===== config.mk =====
export PLATFORM = sky130hd
export DESIGN_NAME = phase_sweep_sequencer
export DESIGN_NICKNAME = d
export VERILOG_FILES = /design/src/rtl/phase_sweep_sequencer_pkg.sv /design/src/rtl/phase_sweep_sequencer_phase_step_accum.sv /design/src/rtl/phase_sweep_sequencer.sv
export SDC_FILE = /design/constraint.sdc
export NUM_CORES = 1
export LEC_CHECK = 0
export ABC_AREA = 1
export BUFFER_PORTS_ARGS = -buffer_cell sky130_fd_sc_hd__buf_2
export CAP_MARGIN = 20
export CORE_UTILIZATION = 57
export CTS_CLUSTER_DIAMETER = 200
export DETAILED_ROUTE_END_ITERATION = 10
export PLACE_DENSITY = 0.85
export SLEW_MARGIN = 20
export SYNTH_ARGS = -nofsm -noshare
export SYNTH_HDL_FRONTEND = slang
export SYNTH_SLANG_ARGS = --single-unit

===== constraint.sdc =====
create_clock -name clock -period 3.63 [get_ports clock]
set_input_delay 0.726 -clock clock [delete_from_list [all_inputs] [get_ports clock]]
set_output_delay 0.726 -clock clock [all_outputs]
set_load 0.02 [all_outputs]

===== src/rtl/phase_sweep_sequencer_pkg.sv =====
`default_nettype none
// ============================================================================
// Module      : phase_sweep_sequencer_pkg
// Description : Shared types for the phase sweep sequencer: state encoding,
//               latched sweep configuration and the repeat-count helper.
// Revision    : 1.0 - initial release
// ============================================================================
package phase_sweep_sequencer_pkg;

    localparam int C_PHASE_W  = 16;
    localparam int C_STEP_W   = 8;
    localparam int C_REPEAT_W = 8;

    // 8-bit encoding so the value can be fed straight into the scenario debug mux
    typedef enum logic [7:0] {
        ST_IDLE   = 8'h00,
        ST_LOAD   = 8'h01,
        ST_ARM    = 8'h02,
        ST_RUN    = 8'h03,
        ST_SETTLE = 8'h04,
        ST_NEXT   = 8'h05,
        ST_DONE   = 8'h06,
        ST_ERROR  = 8'h07
    } sweep_state_t;

    // Configuration held for the whole sweep; the start phase is not kept here
    // because it goes straight into the phase accumulator on LOAD.
    typedef struct packed {
        logic [C_PHASE_W-1:0]  phase_step;
        logic [C_PHASE_W-1:0]  phase_period;
        logic [C_STEP_W-1:0]   steps;
        logic [C_REPEAT_W-1:0] repeats;
    } sweep_cfg_t;

    // A repeat count of zero still runs the calibration FSM once per step
    function automatic logic [C_REPEAT_W-1:0] f_eff_repeats(input logic [C_REPEAT_W-1:0] repeats);
        return (repeats == '0) ? C_REPEAT_W'(1) : repeats;
    endfunction

endpackage
`default_nettype wire


===== src/rtl/phase_sweep_sequencer_phase_step_accum.sv =====
`default_nettype none
// ============================================================================
// Module      : phase_step_accum
// Description : Registered modulo adder holding the current phase shift.
//               Load takes priority over advance; advance adds the step and
//               wraps by one period using a one-bit-wider sum.
// Revision    : 1.0 - initial release
// ============================================================================
module phase_step_accum #(
    parameter int PHASE_W = 16
) (
    input  logic               clock,
    input  logic               reset_signal,
    input  logic               i_load,
    input  logic [PHASE_W-1:0] i_load_value,
    input  logic               i_advance,
    input  logic [PHASE_W-1:0] i_step,
    input  logic [PHASE_W-1:0] i_period,
    output logic [PHASE_W-1:0] o_phase_shift
);

    logic [PHASE_W-1:0] r_phase;
    logic [PHASE_W:0]   w_sum;
    logic [PHASE_W:0]   w_wrapped;

    // Candidate next phase with and without the period subtracted
    always_comb begin
        w_sum     = {1'b0, r_phase} + {1'b0, i_step};
        w_wrapped = w_sum - {1'b0, i_period};
    end

    // Phase register: load the start value or step forward modulo the period
    always_ff @(posedge clock or negedge reset_signal) begin
        if (!reset_signal) begin
            r_phase <= '0;
        end else if (i_load) begin
            r_phase <= i_load_value;
        end else if (i_advance) begin
            r_phase <= (w_sum >= {1'b0, i_period}) ? w_wrapped[PHASE_W-1:0] : w_sum[PHASE_W-1:0];
        end
    end

    assign o_phase_shift = r_phase;

endmodule
`default_nettype wire


===== src/rtl/phase_sweep_sequencer.sv =====
`default_nettype none
// ============================================================================
// Module      : phase_sweep_sequencer
// Description : Runs a phase-calibration sweep. For each step it programs the
//               phase shift, starts the calibration FSM, counts cfg_repeats
//               trigger edges, waits for detector_ready and advances the
//               phase modulo the period.
//               Optional build macro SWEEP_TIMEOUT_EN adds a per-step watchdog
//               that moves the sweep to ERROR after TIMEOUT_CYCLES.
//               PHASE_W/STEP_W/REPEAT_W must match the package widths.
// Revision    : 1.0 - initial release
// ============================================================================
module phase_sweep_sequencer
    import phase_sweep_sequencer_pkg::*;
#(
    parameter int          PHASE_W        = C_PHASE_W,
    parameter int          STEP_W         = C_STEP_W,
    parameter int          REPEAT_W       = C_REPEAT_W,
    parameter int unsigned TIMEOUT_CYCLES = 4_000_000
) (
    input  logic                clock,
    input  logic                reset_signal,
    input  logic                start,
    input  logic                abort,
    input  logic [PHASE_W-1:0]  cfg_phase_start,
    input  logic [PHASE_W-1:0]  cfg_phase_step,
    input  logic [PHASE_W-1:0]  cfg_phase_period,
    input  logic [STEP_W-1:0]   cfg_steps,
    input  logic [REPEAT_W-1:0] cfg_repeats,
    input  logic                fsm_trigger,
    input  logic                detector_ready,
    output logic                fsm_start,
    output logic                fsm_enable,
    output logic [PHASE_W-1:0]  phase_shift,
    output logic [STEP_W-1:0]   step_index,
    output logic                busy,
    output logic                done,
    output logic                error,
    output logic [7:0]          sweep_state
);

    sweep_state_t        r_state;
    sweep_state_t        w_state_nxt;
    sweep_cfg_t          r_cfg;
    logic [STEP_W-1:0]   r_step;
    logic [REPEAT_W-1:0] r_trig_cnt;
    logic                r_trig_d;
    logic                r_done;

    logic                w_trig_rise;
    logic                w_trig_last;
    logic                w_last_step;
    logic                w_idle_like;
    logic                w_accept_start;
    logic                w_timeout;

    assign w_trig_rise    = fsm_trigger & ~r_trig_d;
    assign w_trig_last    = ((r_trig_cnt + 1'b1) == f_eff_repeats(r_cfg.repeats));
    assign w_last_step    = (r_step == (r_cfg.steps - 1'b1));
    assign w_idle_like    = (r_state == ST_IDLE) || (r_state == ST_DONE) || (r_state == ST_ERROR);
    assign w_accept_start = w_idle_like && start && !abort;

    // State register
    always_ff @(posedge clock or negedge reset_signal) begin
        if (!reset_signal) begin
            r_state <= ST_IDLE;
        end else begin
            r_state <= w_state_nxt;
        end
    end

    // Next-state decode; abort overrides every other input in the same cycle
    always_comb begin
        w_state_nxt = r_state;
        if (abort) begin
            w_state_nxt = ST_IDLE;
        end else begin
            case (r_state)
                ST_IDLE:   if (start) w_state_nxt = ST_LOAD;
                ST_LOAD:   w_state_nxt = (cfg_steps == '0) ? ST_DONE : ST_ARM;
                ST_ARM:    w_state_nxt = ST_RUN;
                ST_RUN: begin
                    if (w_timeout)                      w_state_nxt = ST_ERROR;
                    else if (w_trig_rise && w_trig_last) w_state_nxt = ST_SETTLE;
                end
                ST_SETTLE: begin
                    if (w_timeout)           w_state_nxt = ST_ERROR;
                    else if (detector_ready) w_state_nxt = ST_NEXT;
                end
                ST_NEXT:   w_state_nxt = w_last_step ? ST_DONE : ST_ARM;
                ST_DONE,
                ST_ERROR:  if (start) w_state_nxt = ST_LOAD;
                default:   w_state_nxt = ST_IDLE;
            endcase
        end
    end

    // Sweep bookkeeping: config latch, step counter, trigger counter, done flag
    always_ff @(posedge clock or negedge reset_signal) begin
        if (!reset_signal) begin
            r_cfg      <= '0;
            r_step     <= '0;
            r_trig_cnt <= '0;
            r_trig_d   <= 1'b0;
            r_done     <= 1'b0;
        end else begin
            r_trig_d <= fsm_trigger;
            if (w_accept_start) begin
                r_done <= 1'b0;
            end else if (!abort && (r_state == ST_DONE)) begin
                r_done <= 1'b1;
            end
            if (!abort) begin
                case (r_state)
                    ST_LOAD: begin
                        r_cfg.phase_step   <= cfg_phase_step;
                        r_cfg.phase_period <= cfg_phase_period;
                        r_cfg.steps        <= cfg_steps;
                        r_cfg.repeats      <= cfg_repeats;
                        r_step             <= '0;
                        r_trig_cnt         <= '0;
                    end
                    ST_RUN: begin
                        if (w_trig_rise) r_trig_cnt <= r_trig_cnt + 1'b1;
                    end
                    ST_NEXT: begin
                        r_trig_cnt <= '0;
                        if (!w_last_step) r_step <= r_step + 1'b1;
                    end
                    default: ;
                endcase
            end
        end
    end

    phase_step_accum #(
        .PHASE_W (PHASE_W)
    ) u_accum (
        .clock         (clock),
        .reset_signal  (reset_signal),
        .i_load        ((r_state == ST_LOAD) && !abort),
        .i_load_value  (cfg_phase_start),
        .i_advance     ((r_state == ST_NEXT) && !abort && !w_last_step),
        .i_step        (r_cfg.phase_step),
        .i_period      (r_cfg.phase_period),
        .o_phase_shift (phase_shift)
    );

`ifdef SWEEP_TIMEOUT_EN
    localparam int C_WD_W = $clog2(TIMEOUT_CYCLES + 1);

    logic [C_WD_W-1:0] r_wd_cnt;
    logic              r_error;

    assign w_timeout = ((r_state == ST_RUN) || (r_state == ST_SETTLE)) &&
                       (r_wd_cnt == C_WD_W'(TIMEOUT_CYCLES - 1));

    // Per-step watchdog: restarts on every ARM, counts while waiting on the FSM or detector
    always_ff @(posedge clock or negedge reset_signal) begin
        if (!reset_signal) begin
            r_wd_cnt <= '0;
            r_error  <= 1'b0;
        end else begin
            if (r_state == ST_ARM) begin
                r_wd_cnt <= '0;
            end else if ((r_state == ST_RUN) || (r_state == ST_SETTLE)) begin
                r_wd_cnt <= r_wd_cnt + 1'b1;
            end
            if (w_accept_start) begin
                r_error <= 1'b0;
            end else if (!abort && (r_state == ST_ERROR)) begin
                r_error <= 1'b1;
            end
        end
    end

    assign error = r_error;
`else
    logic w_unused_timeout;

    assign w_timeout        = 1'b0;
    assign error            = 1'b0;
    assign w_unused_timeout = |TIMEOUT_CYCLES;
`endif

    assign fsm_start   = (r_state == ST_ARM);
    assign fsm_enable  = (r_state == ST_ARM) || (r_state == ST_RUN);
    assign busy        = !w_idle_like;
    assign done        = r_done;
    assign step_index  = r_step;
    assign sweep_state = r_state;

endmodule
`default_nettype wire


==> summary.txt <==
Setup Skew -> 11.4 ps
Antenna diodes -> 0
largest net degree at the start of global routing -> 94
Worst EP required -> 3900 ps
# rows -> 37
global-route wire length before repair -> 24.7 mm
Placer Congestion -> 0.891
area grow syn2layout -> 14.9%
CP Launch Type -> flip-flop
status -> complete, no violations
Reg2Reg Launch Point -> u_accum.o_phase_shift[0]
share of post-route cells with drive strength above 1 -> 22.8%
syn avg cell area -> 7.45 um^2
critical path type -> flip-flop to flip-flop
Fill cells -> 923
synth warn -> 0
worst rel slew slack -> 28.2%
register bit total from synthesis -> 85
combinational family with the most area after synthesis -> simple AND/OR/NAND/NOR gates
min cycle time layout -> 3390 ps
initial antenna violation count -> 0
H-tree levels -> 3
R2R depth -> 20
fin crit share -> 93.3%
Sink Count -> 85
crit path DAT -> 3660 ps
DRT Pass-1 Iters -> 4
number of global-route vias before repair -> 5427
commonest non-fill, non-tap cell in the layout -> nand2_1
Die Span Y -> 106 um
Syn Inst Count -> 834
Hold Buf Count CTS -> 0
Initial Util -> 59.4%
Final setup viols -> 0
I/O pin count -> 107
final WL -> 15.1 mm
Max Fanout on Critical Path -> 16
post-DR wirelength/cell -> 14.0 um
reg2reg end -> u_accum.o_phase_shift[9]
Routed Antenna Nets -> 0
Congestion Overflow GR -> 0
Total Routing Usage GR -> 27.9%
Die Area -> 11300 um^2
Post-Synth Adder-Cell Area -> 7.69%
drt via density -> 5.37
Total Neg Setup Slack -> 0 ps
xor/xnor share of the synthesized area -> 5.09%
Main synth FF type -> dfrtp_1
Hold Vio Cnt, Final -> 0
Cell variety after synth -> 49
f_max -> 0.295 GHz
Hold/Removal Path Class -> primary input to async pin
Seq/Total Area, Yosys -> 34.2%
number of max-cap violations -> 0
Residual DRC -> 0
slew at the pin closest to its max-slew limit -> 1080 ps
post-synthesis compound-gate area fraction -> 9.00%
most frequent cells in the layout -> nand2_1 (204), nor2_1 (112), buf_2 (99), dfrtp_1 (85), inv_1 (77)
register-to-register setup slack -> 240 ps
Slew Limit Fails -> 0
die width -> 106 um
multiplexer share of the synthesized area -> 3.44%
latest clock arrival within the worst-skew pair -> 380 ps
DR iter-0 viols -> 337
area of the mapped netlist -> 6220 um^2
Synth Area in Simple Gates -> 32.3%
Root Buffer -> clkbuf_8
Hold Slack -> 396 ps
DR vias -> 5773
Max Buffers Root-to-Sink -> 2
Post-synth EDFFs -> 0
Final nets -> 1042
core area -> 10500 um^2
Post-synth ARST share -> 100%
Final HPWL DP -> 11.2 mm
CP Capture Type -> flip-flop
IO buf count -> 100
Worst-path clk slew -> 80 ps
Num CTS Buffers -> 9
CTS tree -> built
==> worst max-delay path by stage <==
stage	depth (start not counted)	from	to	slack [ps]
2_1_floorplan	23	u_accum.o_phase_shift[0]	u_accum.o_phase_shift[10]	380
3_3_place_gp	22	u_accum.o_phase_shift[0]	u_accum.o_phase_shift[11]	240
3_5_place_dp	22	u_accum.o_phase_shift[0]	u_accum.o_phase_shift[11]	70
4_1_cts	22	u_accum.o_phase_shift[0]	u_accum.o_phase_shift[11]	50
5_1_grt	21	u_accum.o_phase_shift[0]	u_accum.o_phase_shift[11]	-20
6_report	20	u_accum.o_phase_shift[0]	u_accum.o_phase_shift[9]	240
==> cell usage after synthesis (all sizes together), types with 3 or more instances <==
library cell  instances  area, um^2
nand2               225         953
nor2                121         479
inv                  89         342
dfrtp                85        2130
nand3                71         415
a21oi                62         318
ha                   35         438
buf                  23         159
o21ai                23         119
xor2                 23         201
mux2                 19         214
nor3                  9        50.1
nand4                 8        50.1
xnor2                 8        70.1
o22ai                 5        31.3
nand3b                4        30.0
nor4                  3        18.8
==> metal layers <==
metal | vias up | part of all wire, % | GRT usage, %
met3 | 38 | 5.7 | 6.44
met5 | - | 0 | 0
met4 | 0 | 3.3 | 12.3
li1 | 2898 | - | -
met1 | 2655 | 43 | 33.3
met2 | 182 | 48 | 47.7
==> per-stage QoR <==
step | instances | setup slack, ps | utilization (%) | instance area (um^2)
after CTS | 1070 | 52.0 | 66.9 | 7000
final | 1075 | 244 | 68.3 | 7140
after floorplan | 839 | 377 | - | 6230
after global routing | 1075 | -18.1 | 68.3 | 7140
after global placement | 1055 | 235 | 64.9 | 6790
after detailed placement | 1055 | 70.1 | 64.9 | 6790
==> worst max-delay path: stages, from the launching register on <==
cell       delay [ps]
dfrtp_1           400
ha_2              200
fa_2              350
nand3_1           100
nand2_2            90
a21boi_2          210
nor2_1             80
nor2_2            140
xnor2_2           100
ha_1              370
nand2_1           110
o21ai_1           250
a21oi_2           100
nand2_2            90
nand2_4           100
nand2_8           130
clkinv_16         110
nand2_4            70
nand3_2            80
nand2_1           130
nand2_1            70
==> area by class of cell <==
cell class / count / area [um^2] / area share, %
Multi-Input combinational cell: 642 / 3710 / 51.9
Sequential cell: 85 / 2130 / 29.8
Timing Repair Buffer: 108 / 563 / 7.88
Inverter: 89 / 360 / 5.04
Tap cell: 136 / 170 / 2.38
Clock buffer: 11 / 141 / 1.98
Clock inverter: 4 / 72.6 / 1.02
==> sequential cells by signal, summed over array words and instances, names as in the netlist <==
name,cells
r_cfg,48
u_accum.o_phase_shift,16
r_trig_cnt,8
step_index,8
sweep_state,3
done,1
r_trig_d,1
==> cells by family after synthesis <==
kind of cell,after synthesis
other cells,1
fa+ha+maj,37
buf+inv,114
xor+xnor,33
compound gates,102
simple gates,443
flops,85
mux,19
==> repair_timing <==
action | 4_1_cts | 5_1_grt
setup buffers | 0 | 3
endpoints found under the setup margin | 0 | 16
gates resized for setup | 0 | 18
Power is left out: the tool's default activity adds up to more than one toggle a clock period on the data nets, which glitch-free logic cannot reach.
